$ cat config.mk
export PLATFORM = sky130hd
export DESIGN_NAME = instruction_loader
export DESIGN_NICKNAME = d
export VERILOG_FILES = /design/src/rtl/loader_pkg.sv /design/src/rtl/byte_assembler.sv /design/src/rtl/instruction_loader.sv
export SDC_FILE = /design/constraint.sdc
export NUM_CORES = 1
export LEC_CHECK = 0
export BUFFER_PORTS_ARGS = -buffer_cell sky130_fd_sc_hd__clkbuf_2
export CAP_MARGIN = 20
export CORE_ASPECT_RATIO = 0.9
export CORE_MARGIN = 4
export CORE_UTILIZATION = 25
export CTS_CLUSTER_DIAMETER = 150
export DETAILED_ROUTE_END_ITERATION = 10
export GPL_TIMING_DRIVEN = 1
export PLACE_DENSITY = 0.4
export SYNTH_ARGS = -nofsm -noshare
export SYNTH_HDL_FRONTEND = slang
export SYNTH_SLANG_ARGS = --single-unit
$ cat constraint.sdc
create_clock -name clk -period 2.08 [get_ports clk]
set_input_delay 0.312 -clock clk [delete_from_list [all_inputs] [get_ports clk]]
set_output_delay 0.312 -clock clk [all_outputs]
set_load 0.01 [all_outputs]
$ cat src/rtl/loader_pkg.sv
// loader_pkg: shared state encoding and constants for the instruction loader
package loader_pkg;

    typedef enum logic [2:0] {
        S_IDLE,
        S_RECV,
        S_WRITE,
        S_FLUSH,
        S_RUN,
        S_ERROR
    } state_e;

    localparam logic [5:0] OPC_HALT  = 6'b111111;
    localparam int         ADDR_STEP = 4;

endpackage

$ cat src/rtl/byte_assembler.sv
// byte_assembler: packs accepted bytes big-endian into one instruction word
module byte_assembler #(
    parameter int NB_WORD = 32
) (
    input  logic               clk,
    input  logic               i_rst,
    input  logic               i_clear,
    input  logic               i_valid,
    input  logic [7:0]         i_byte,
    output logic [NB_WORD-1:0] o_word,
    output logic               o_word_valid
);

    localparam int NBYTES = NB_WORD / 8;
    localparam int BW     = NBYTES > 1 ? $clog2(NBYTES) : 1;

    logic [NB_WORD-9:0] shift_q;
    logic [BW-1:0]      cnt_q;

    // the completed word includes the byte being accepted right now
    always_comb begin
        o_word       = {shift_q, i_byte};
        o_word_valid = i_valid & (cnt_q == BW'(NBYTES - 1));
    end

    // shift earlier bytes toward the MSB; a clear discards a partial word
    always_ff @(posedge clk) begin
        if (i_rst || i_clear) begin
            shift_q <= '0;
            cnt_q   <= '0;
        end else if (i_valid) begin
            shift_q <= o_word[NB_WORD-9:0];
            cnt_q   <= o_word_valid ? '0 : cnt_q + 1'b1;
        end
    end

endmodule

$ cat src/rtl/instruction_loader.sv
// instruction_loader: streams bytes into instruction memory, then releases the pipeline
module instruction_loader
    import loader_pkg::*;
#(
    parameter int                  NB_DATA    = 32,
    parameter int                  NB_ADDR    = 32,
    parameter logic [NB_ADDR-1:0]  BASE_ADDR  = '0,
    parameter int                  MAX_WORDS  = 64,
    parameter int                  RST_CYCLES = 2
) (
    input  logic                           clk,
    input  logic                           i_rst,
    input  logic                           i_start,
    input  logic                           i_byte_valid,
    input  logic [7:0]                     i_byte_data,
    output logic                           o_byte_ready,
    output logic                           o_we_IF,
    output logic [NB_DATA-1:0]             o_instruction_data,
    output logic [NB_ADDR-1:0]             o_inst_addr,
    output logic                           o_halt,
    output logic                           o_pipe_rst_n,
    output logic [$clog2(MAX_WORDS+1)-1:0] o_word_count,
    output logic                           o_done,
    output logic                           o_error
);

    localparam int CW = $clog2(MAX_WORDS + 1);
    localparam int FW = RST_CYCLES > 1 ? $clog2(RST_CYCLES) : 1;

    state_e             state_q, state_d;
    logic               ready_q, we_q, halt_q, rst_n_q, done_q, error_q;
    logic [NB_DATA-1:0] data_q;
    logic [NB_ADDR-1:0] addr_q;
    logic [CW-1:0]      count_q, count_inc;
    logic [FW-1:0]      flush_q;
    logic               accept, restart, word_valid;
    logic [NB_DATA-1:0] word;

    // a byte moves only when ready was registered high; a restart is only legal when not loading
    always_comb begin
        accept    = i_byte_valid & ready_q;
        restart   = i_start & (state_q == S_IDLE || state_q == S_RUN || state_q == S_ERROR);
        count_inc = count_q + 1'b1;
    end

    byte_assembler #(
        .NB_WORD(NB_DATA)
    ) u_asm (
        .clk         (clk),
        .i_rst       (i_rst),
        .i_clear     (restart),
        .i_valid     (accept),
        .i_byte      (i_byte_data),
        .o_word      (word),
        .o_word_valid(word_valid)
    );

    // next state; HALT takes precedence over the capacity check
    always_comb begin
        state_d = state_q;
        case (state_q)
            S_IDLE, S_RUN, S_ERROR: state_d = i_start ? S_RECV : state_q;
            S_RECV:  state_d = word_valid ? S_WRITE : S_RECV;
            S_WRITE: state_d = data_q[NB_DATA-1 -: 6] == OPC_HALT ? S_FLUSH :
                               count_inc == CW'(MAX_WORDS) ? S_ERROR : S_RECV;
            S_FLUSH: state_d = flush_q == FW'(RST_CYCLES - 1) ? S_RUN : S_FLUSH;
            default: state_d = S_IDLE;
        endcase
    end

    // state, counters and outputs registered from the next state so no output sees an input
    always_ff @(posedge clk) begin
        if (i_rst) begin
            state_q <= S_IDLE;
            ready_q <= 1'b0;
            we_q    <= 1'b0;
            halt_q  <= 1'b1;
            rst_n_q <= 1'b0;
            done_q  <= 1'b0;
            error_q <= 1'b0;
            data_q  <= '0;
            addr_q  <= BASE_ADDR;
            count_q <= '0;
            flush_q <= '0;
        end else begin
            state_q <= state_d;
            ready_q <= state_d == S_RECV;
            we_q    <= state_d == S_WRITE;
            halt_q  <= state_d != S_RUN;
            rst_n_q <= state_d == S_RUN;
            done_q  <= state_d == S_RUN;
            error_q <= state_d == S_ERROR;
            flush_q <= state_q == S_FLUSH ? flush_q + 1'b1 : '0;
            if (word_valid) data_q <= word;
            if (restart) begin
                addr_q  <= BASE_ADDR;
                count_q <= '0;
            end else if (state_q == S_WRITE) begin
                addr_q  <= addr_q + NB_ADDR'(ADDR_STEP);
                count_q <= count_inc;
            end
        end
    end

    assign o_byte_ready       = ready_q;
    assign o_we_IF            = we_q;
    assign o_instruction_data = data_q;
    assign o_inst_addr        = addr_q;
    assign o_halt             = halt_q;
    assign o_pipe_rst_n       = rst_n_q;
    assign o_word_count       = count_q;
    assign o_done             = done_q;
    assign o_error            = error_q;

endmodule
# Word level (Yosys, flattened, before mapping)
# Index checks and enable logic that the tools add are counted.
dict set report word_totals {
  reg_bits 106
  in_bits 12
  word_cells 47
}
dict set report op_classes {
  add_sub_neg 4
  eq_ne 13
  n_mux 7
  bitwise_logic 4
  reduce_logical 7
}
# cell count
set op_table {}
lappend op_table {{$add 32x3->32 const B} 1}
lappend op_table {{$eq 3x3->1 const B} 4}
lappend op_table {{$mux 3} 4}
lappend op_table {{$pmux 3 s4} 1}
lappend op_table {{$eq 3x2->1 const B} 3}
lappend op_table {{$add 7x1->7 const B} 1}
lappend op_table {{$eq 7x7->1 const B} 1}
lappend op_table {{$eq 3x1->1 const B} 2}
lappend op_table {{$eq 6x6->1 const B} 1}
lappend op_table {{$mux 2} 2}
lappend op_table {{$reduce_or 2->1} 2}
lappend op_table {{$and 1x1->1} 3}
lappend op_table {{$logic_not 3->1} 1}
lappend op_table {{$logic_or 1x1->1} 3}
lappend op_table {{$ne 3x3->1 const B} 1}
lappend op_table {{$reduce_or 3->1} 1}
lappend op_table {{$add 2x1->2 const B} 1}
lappend op_table {{$eq 2x2->1 const B} 1}
lappend op_table {{$add 1x1->1 const B} 1}
lappend op_table {{$not 1->1} 1}

# Longest topological paths before layout
dict set report depth {
  word_depth 6
  ltp_mapped 6
  depth_no_buf 5
}

# Hierarchy
# Synthesis repeated with hierarchy kept, for this count alone.
dict set report unflattened {
  hier_cells 455
  area_unflattened_um2 4357.9
}
# module n_inst cells_per_inst area_each_um2
set by_module_without_submodules {}
lappend by_module_without_submodules {instruction_loader 1 359 3347.0}
lappend by_module_without_submodules {byte_assembler 1 96 1011.0}

# Worst setup path after synthesis
# No wires, ideal clock.
dict set report synth_timing {
  kind {register to register}
  start {reg addr_q[9] (netlist: o_inst_addr[9])}
  end {reg addr_q[22] (netlist: o_inst_addr[22])}
  setup_ns 0.070
  t_arrival_ns 1.903
  required_ns 2.010
  slack_ns 0.106
  stages_incl_launch_ff 6
  path_buffers 1
  path_cell_list {dfxtp_1 nand4_2 or4_4 buf_6 or4_1 a21oi_1}
}
dict set report synth_via {
  elab_chain_cells 1
}
# element line_no
set synth_rtl {}
lappend synth_rtl {{start: declaration} instruction_loader.sv:33} ;# logic [NB_ADDR-1:0] addr_q;
lappend synth_rtl {{start signal: assignment} instruction_loader.sv:99} ;# addr_q <= addr_q + NB_ADDR'(ADDR_STEP);
lappend synth_rtl {{$add 32x3->32} instruction_loader.sv:99}
# Every way passes these cells.
# A chain may end at the register's enable or synchronous reset.

# Worst setup path after layout
dict set report layout_timing {
  start {reg addr_q[18] (netlist: o_inst_addr[18])}
  end {reg addr_q[31] (netlist: o_inst_addr[31])}
}
# Same word-level chain as after synthesis.

==> impl_summary.md <==
STA
The post-route clock skew is 11.9 ps. At the pin with the least slew margin, the transition time is 579 ps. The worst max-slew margin expressed relative to the limit is 61.1%. The final count of hold timing violations is 0. The total negative setup slack is 0 ps. The final critical path takes up 95.3% of the cycle. Setup repair after global routing left no endpoint under its margin. Setup violations remaining at the end of the flow were counted as 0. The peak clock frequency supported by timing is 504 MHz. The shortest clock period the worst path allows after layout is 1980 ps.

The final max-slew violation count was 0.

Synth
In the synthesized netlist the dominant register cell turns out to be sky130_fd_sc_hd__dfxtp_1. By area, the combinational part of the netlist is dominated by simple AND/OR/NAND/NOR gates. The portion of the post-synthesis area used by sequential elements is 49.2%. The synthesized netlist devotes 3.52% of its cell area to XOR and XNOR gates. The synthesized-area fraction occupied by adder cells is 0.888%. The area fraction in compound gates after synthesis is 13.9%. The number of enable-type register cells in the synthesized netlist is 0. By area the synthesized netlist is led by sky130_fd_sc_hd__dfxtp_1 (49%), sky130_fd_sc_hd__nand2_1 (12%), sky130_fd_sc_hd__a21oi_1 (8.9%), sky130_fd_sc_hd__clkbuf_1 (2.5%), sky130_fd_sc_hd__or4_1 (2.5%). Counting flops and latches in the post-synthesis netlist gives 104. The synthesized netlist contains 46 unique library cells. The post-synthesis area per instance is 8.26 um^2.

After synthesis, the share of cell area in mux cells is 1.66%. The warning count from the yosys run is 0. The top cell type by total area after synthesis is sky130_fd_sc_hd__dfxtp_1. The simple-gate share of the synthesized area is 26.6%. After synthesis the cells add up to 4230 um^2. The fraction of registers with async set/reset is 0%. Synthesis produced a netlist whose cell count is 512. After synthesis, the largest area contributor takes up 49.2% of total cell area.

Routing
The residual antenna-violating net count after detailed routing is 0. The number of violations reported at the end of detailed-routing iteration 0 is 246. The number of vias in the routed layout is 3863. The DRC violation count after routing is 0. After detailed routing, the total wire length is 11600 um. The first detailed-routing pass ran for 4 iterations. The average detailed-routed wire length per instance is 14.1 um. In the routed layout, each cell is associated on average with a via count of 4.72.

Placed design
The placed wire-length estimate is 8280 um. The number of buffer cells added on primary ports is 86. The congestion estimate from routability-driven global placement came to 0.739.

The placed cell count is 803.

Setup path
The critical path is of the reg2reg type. The data arrival time of the critical path is 2270 ps. The element type at the critical path start is a register. Of all nets on the critical path, the largest fanout is 8. The worst setup path is captured at a register. The required arrival time at the worst endpoint is 2370 ps.

Finish
Leaving out fill and tap cells, the most frequent cell in the layout is sky130_fd_sc_hd__nand2_1. In the final design database the tool counted 622 nets. Leaving out fill and tap cells, the most frequent cells in the layout are sky130_fd_sc_hd__nand2_1 (133), sky130_fd_sc_hd__dfxtp_1 (104), sky130_fd_sc_hd__clkbuf_2 (86), sky130_fd_sc_hd__a21oi_1 (75), sky130_fd_sc_hd__buf_4 (31). Of the cells placed in the final design, the portion with a size suffix greater than 1 is 22.4%. 0 antenna diodes ended up in the layout. The number of standard cells in the layout, taps in and fillers out is 819.

Compared with the post-synthesis result, the final layout area differs by 25.8%.

Global routing
The maximum number of pins on one net before global-route repair is 35. The via count of the first global-routing pass is 3701. The total overflow left after global routing is 0.

For this run, the total global-route usage over all layers was measured as 12.2%. The first global-routing pass estimated 19400 um of wire. The number of antenna violations at the first check in global routing is 0.

Clock tree
The total CTS buffers is 9. For this design, the CTS-stage hold fixing added 0 buffers. The post-CTS setup repair buffer count is 0. The maximum count of clock buffers along a single path is 2. Clock-pin slew was measured on the worst setup and hold paths at 80 ps. The clock drives 104 sinks. The root cell of the clock tree is sky130_fd_sc_hd__clkbuf_16. The H-tree depth is 3. The clock latency of the later-clocked register in the worst-skew pair is 360 ps. TritonCTS built the clock tree.

The number of gates resized after CTS was 0.

Die
The die is 131 um tall. 89 I/O pins were placed. The initial core utilization is 25.9%.

The die area is 19100 um^2. The initialized floorplan defines 44 standard-cell rows. Measured along the x axis, the die boundary spans 145 um.

The core region is 16400 um^2.

Power
The cell leakage power is 1.97 nW. The worst voltage drop across the vdd grid is 0.000360 V. In this run the power density over the cells is 736 nW/um^2.

Run status
The flow ran to the end, and the final reports show no timing, DRC or antenna violations.

Hold path
The worst min-delay path category is in2reg.

Flow run
The number of max-capacitance violations reported is 0.
stage by stage:
step / instance area (um^2) / setup slack [ps] / total power, W / util [%] / hold WS (ps)
detailed placement: 5010 / 117 / 0.00217 / 30.6 / 447
global placement: 5010 / 172 / 0.00217 / 30.6 / 441
CTS: 5320 / 98.3 / 0.00399 / 32.5 / 180
floorplan: 4230 / 106 / 0.00212 / - / 432
global route: 5320 / 20.3 / 0.00406 / 32.5 / 187
finish: 5320 / 96.9 / 0.00392 / 32.5 / 185
sequential cells by signal, summed over array words and instances, names as in the netlist:
signal	flops
o_instruction_data	32
o_inst_addr	30
u_asm.shift_q	24
o_word_count	7
state_q	3
u_asm.cnt_q	2
flush_q	1
o_byte_ready	1
o_done	1
o_error	1
o_halt	1
o_we_IF	1
worst max-delay path: stages, from the launching register on:
cell and delay, ps:
sky130_fd_sc_hd__dfxtp_1 410, sky130_fd_sc_hd__nand4_1 180, sky130_fd_sc_hd__or4_1 670, sky130_fd_sc_hd__or4_1 510, sky130_fd_sc_hd__a21oi_1 140
where the power goes:
part | internal [W] | total, W | switching, W
Sequential | 0.00200 | 0.00200 | 0.00000701
Clock | 0.000960 | 0.00179 | 0.000835
Combinational | 0.0000323 | 0.000118 | 0.0000860
Total | 0.00299 | 0.00392 | 0.000928
cell families after synthesis:
group	count (synthesis)
other	1
buffers and inverters	41
XOR/XNOR	17
AO/OA/AOI/OAI	102
multiplexers	7
AND/OR/NAND/NOR	237
adder cells (fa/ha/maj)	3
flip-flops	104
layer usage:
| metal | GRT usage (%) | vias up | part of all wire [%] |
|---|---|---|---|
| met5 | 0 | - | 0 |
| li1 | - | 1968 | - |
| met1 | 18.1 | 1803 | 53 |
| met2 | 17.3 | 85 | 42 |
| met4 | 3.59 | 0 | 1.2 |
| met3 | 3.37 | 7 | 4.3 |
layout make-up:
| class | count | area (um^2) |
|---|---|---|
| fill | 1743 | 11000 |
| sequential | 104 | 2080 |
| multi-input combinational | 368 | 1980 |
| timing repair buffer | 117 | 663 |
| tap | 207 | 259 |
| clock buffer | 9 | 225 |
| clock inverter | 7 | 85.1 |
| inverter | 7 | 26.3 |
final timing paths:
| kind | startpoint | endpoint | slack [ps] | cells past startpoint |
|---|---|---|---|---|
| min reg2reg | o_instruction_data[22]$_SDFFE_PP0P_ | o_instruction_data[22]$_SDFFE_PP0P_ | 450 | 2 |
| min | i_byte_data[0] | o_instruction_data[0]$_SDFFE_PP0P_ | 190 | 3 |
| max reg2reg | o_inst_addr[18]$_SDFFE_PP0P_ | o_inst_addr[31]$_SDFFE_PP0P_ | 100 | 4 |
| max | o_inst_addr[18]$_SDFFE_PP0P_ | o_inst_addr[31]$_SDFFE_PP0P_ | 100 | 4 |
cells in the mapped netlist, types with 2 or more instances:
master                     instances
sky130_fd_sc_hd__or3_1             2
sky130_fd_sc_hd__nand4_1          11
sky130_fd_sc_hd__a221o_1           2
sky130_fd_sc_hd__dfxtp_1         104
sky130_fd_sc_hd__and3_1            5
sky130_fd_sc_hd__nor4_1            7
sky130_fd_sc_hd__o31ai_1          13
sky130_fd_sc_hd__xor2_1            9
sky130_fd_sc_hd__xnor2_1           8
sky130_fd_sc_hd__nor2b_1           3
sky130_fd_sc_hd__ha_1              3
sky130_fd_sc_hd__and3b_1           2
sky130_fd_sc_hd__inv_1             7
sky130_fd_sc_hd__o21ai_0           3
sky130_fd_sc_hd__nand3_1          11
sky130_fd_sc_hd__a21oi_1          75
sky130_fd_sc_hd__nand2_1         134
sky130_fd_sc_hd__nor3_1            6
sky130_fd_sc_hd__mux2i_1           7
sky130_fd_sc_hd__and4_1            3
sky130_fd_sc_hd__nand3b_1          2
sky130_fd_sc_hd__buf_4             3
sky130_fd_sc_hd__nand2b_1          4
sky130_fd_sc_hd__buf_1             2
sky130_fd_sc_hd__nor3b_1           2
sky130_fd_sc_hd__nor2_1           24
sky130_fd_sc_hd__or4_1            14
sky130_fd_sc_hd__clkbuf_1         28
(Power assumes the default switching activity.)
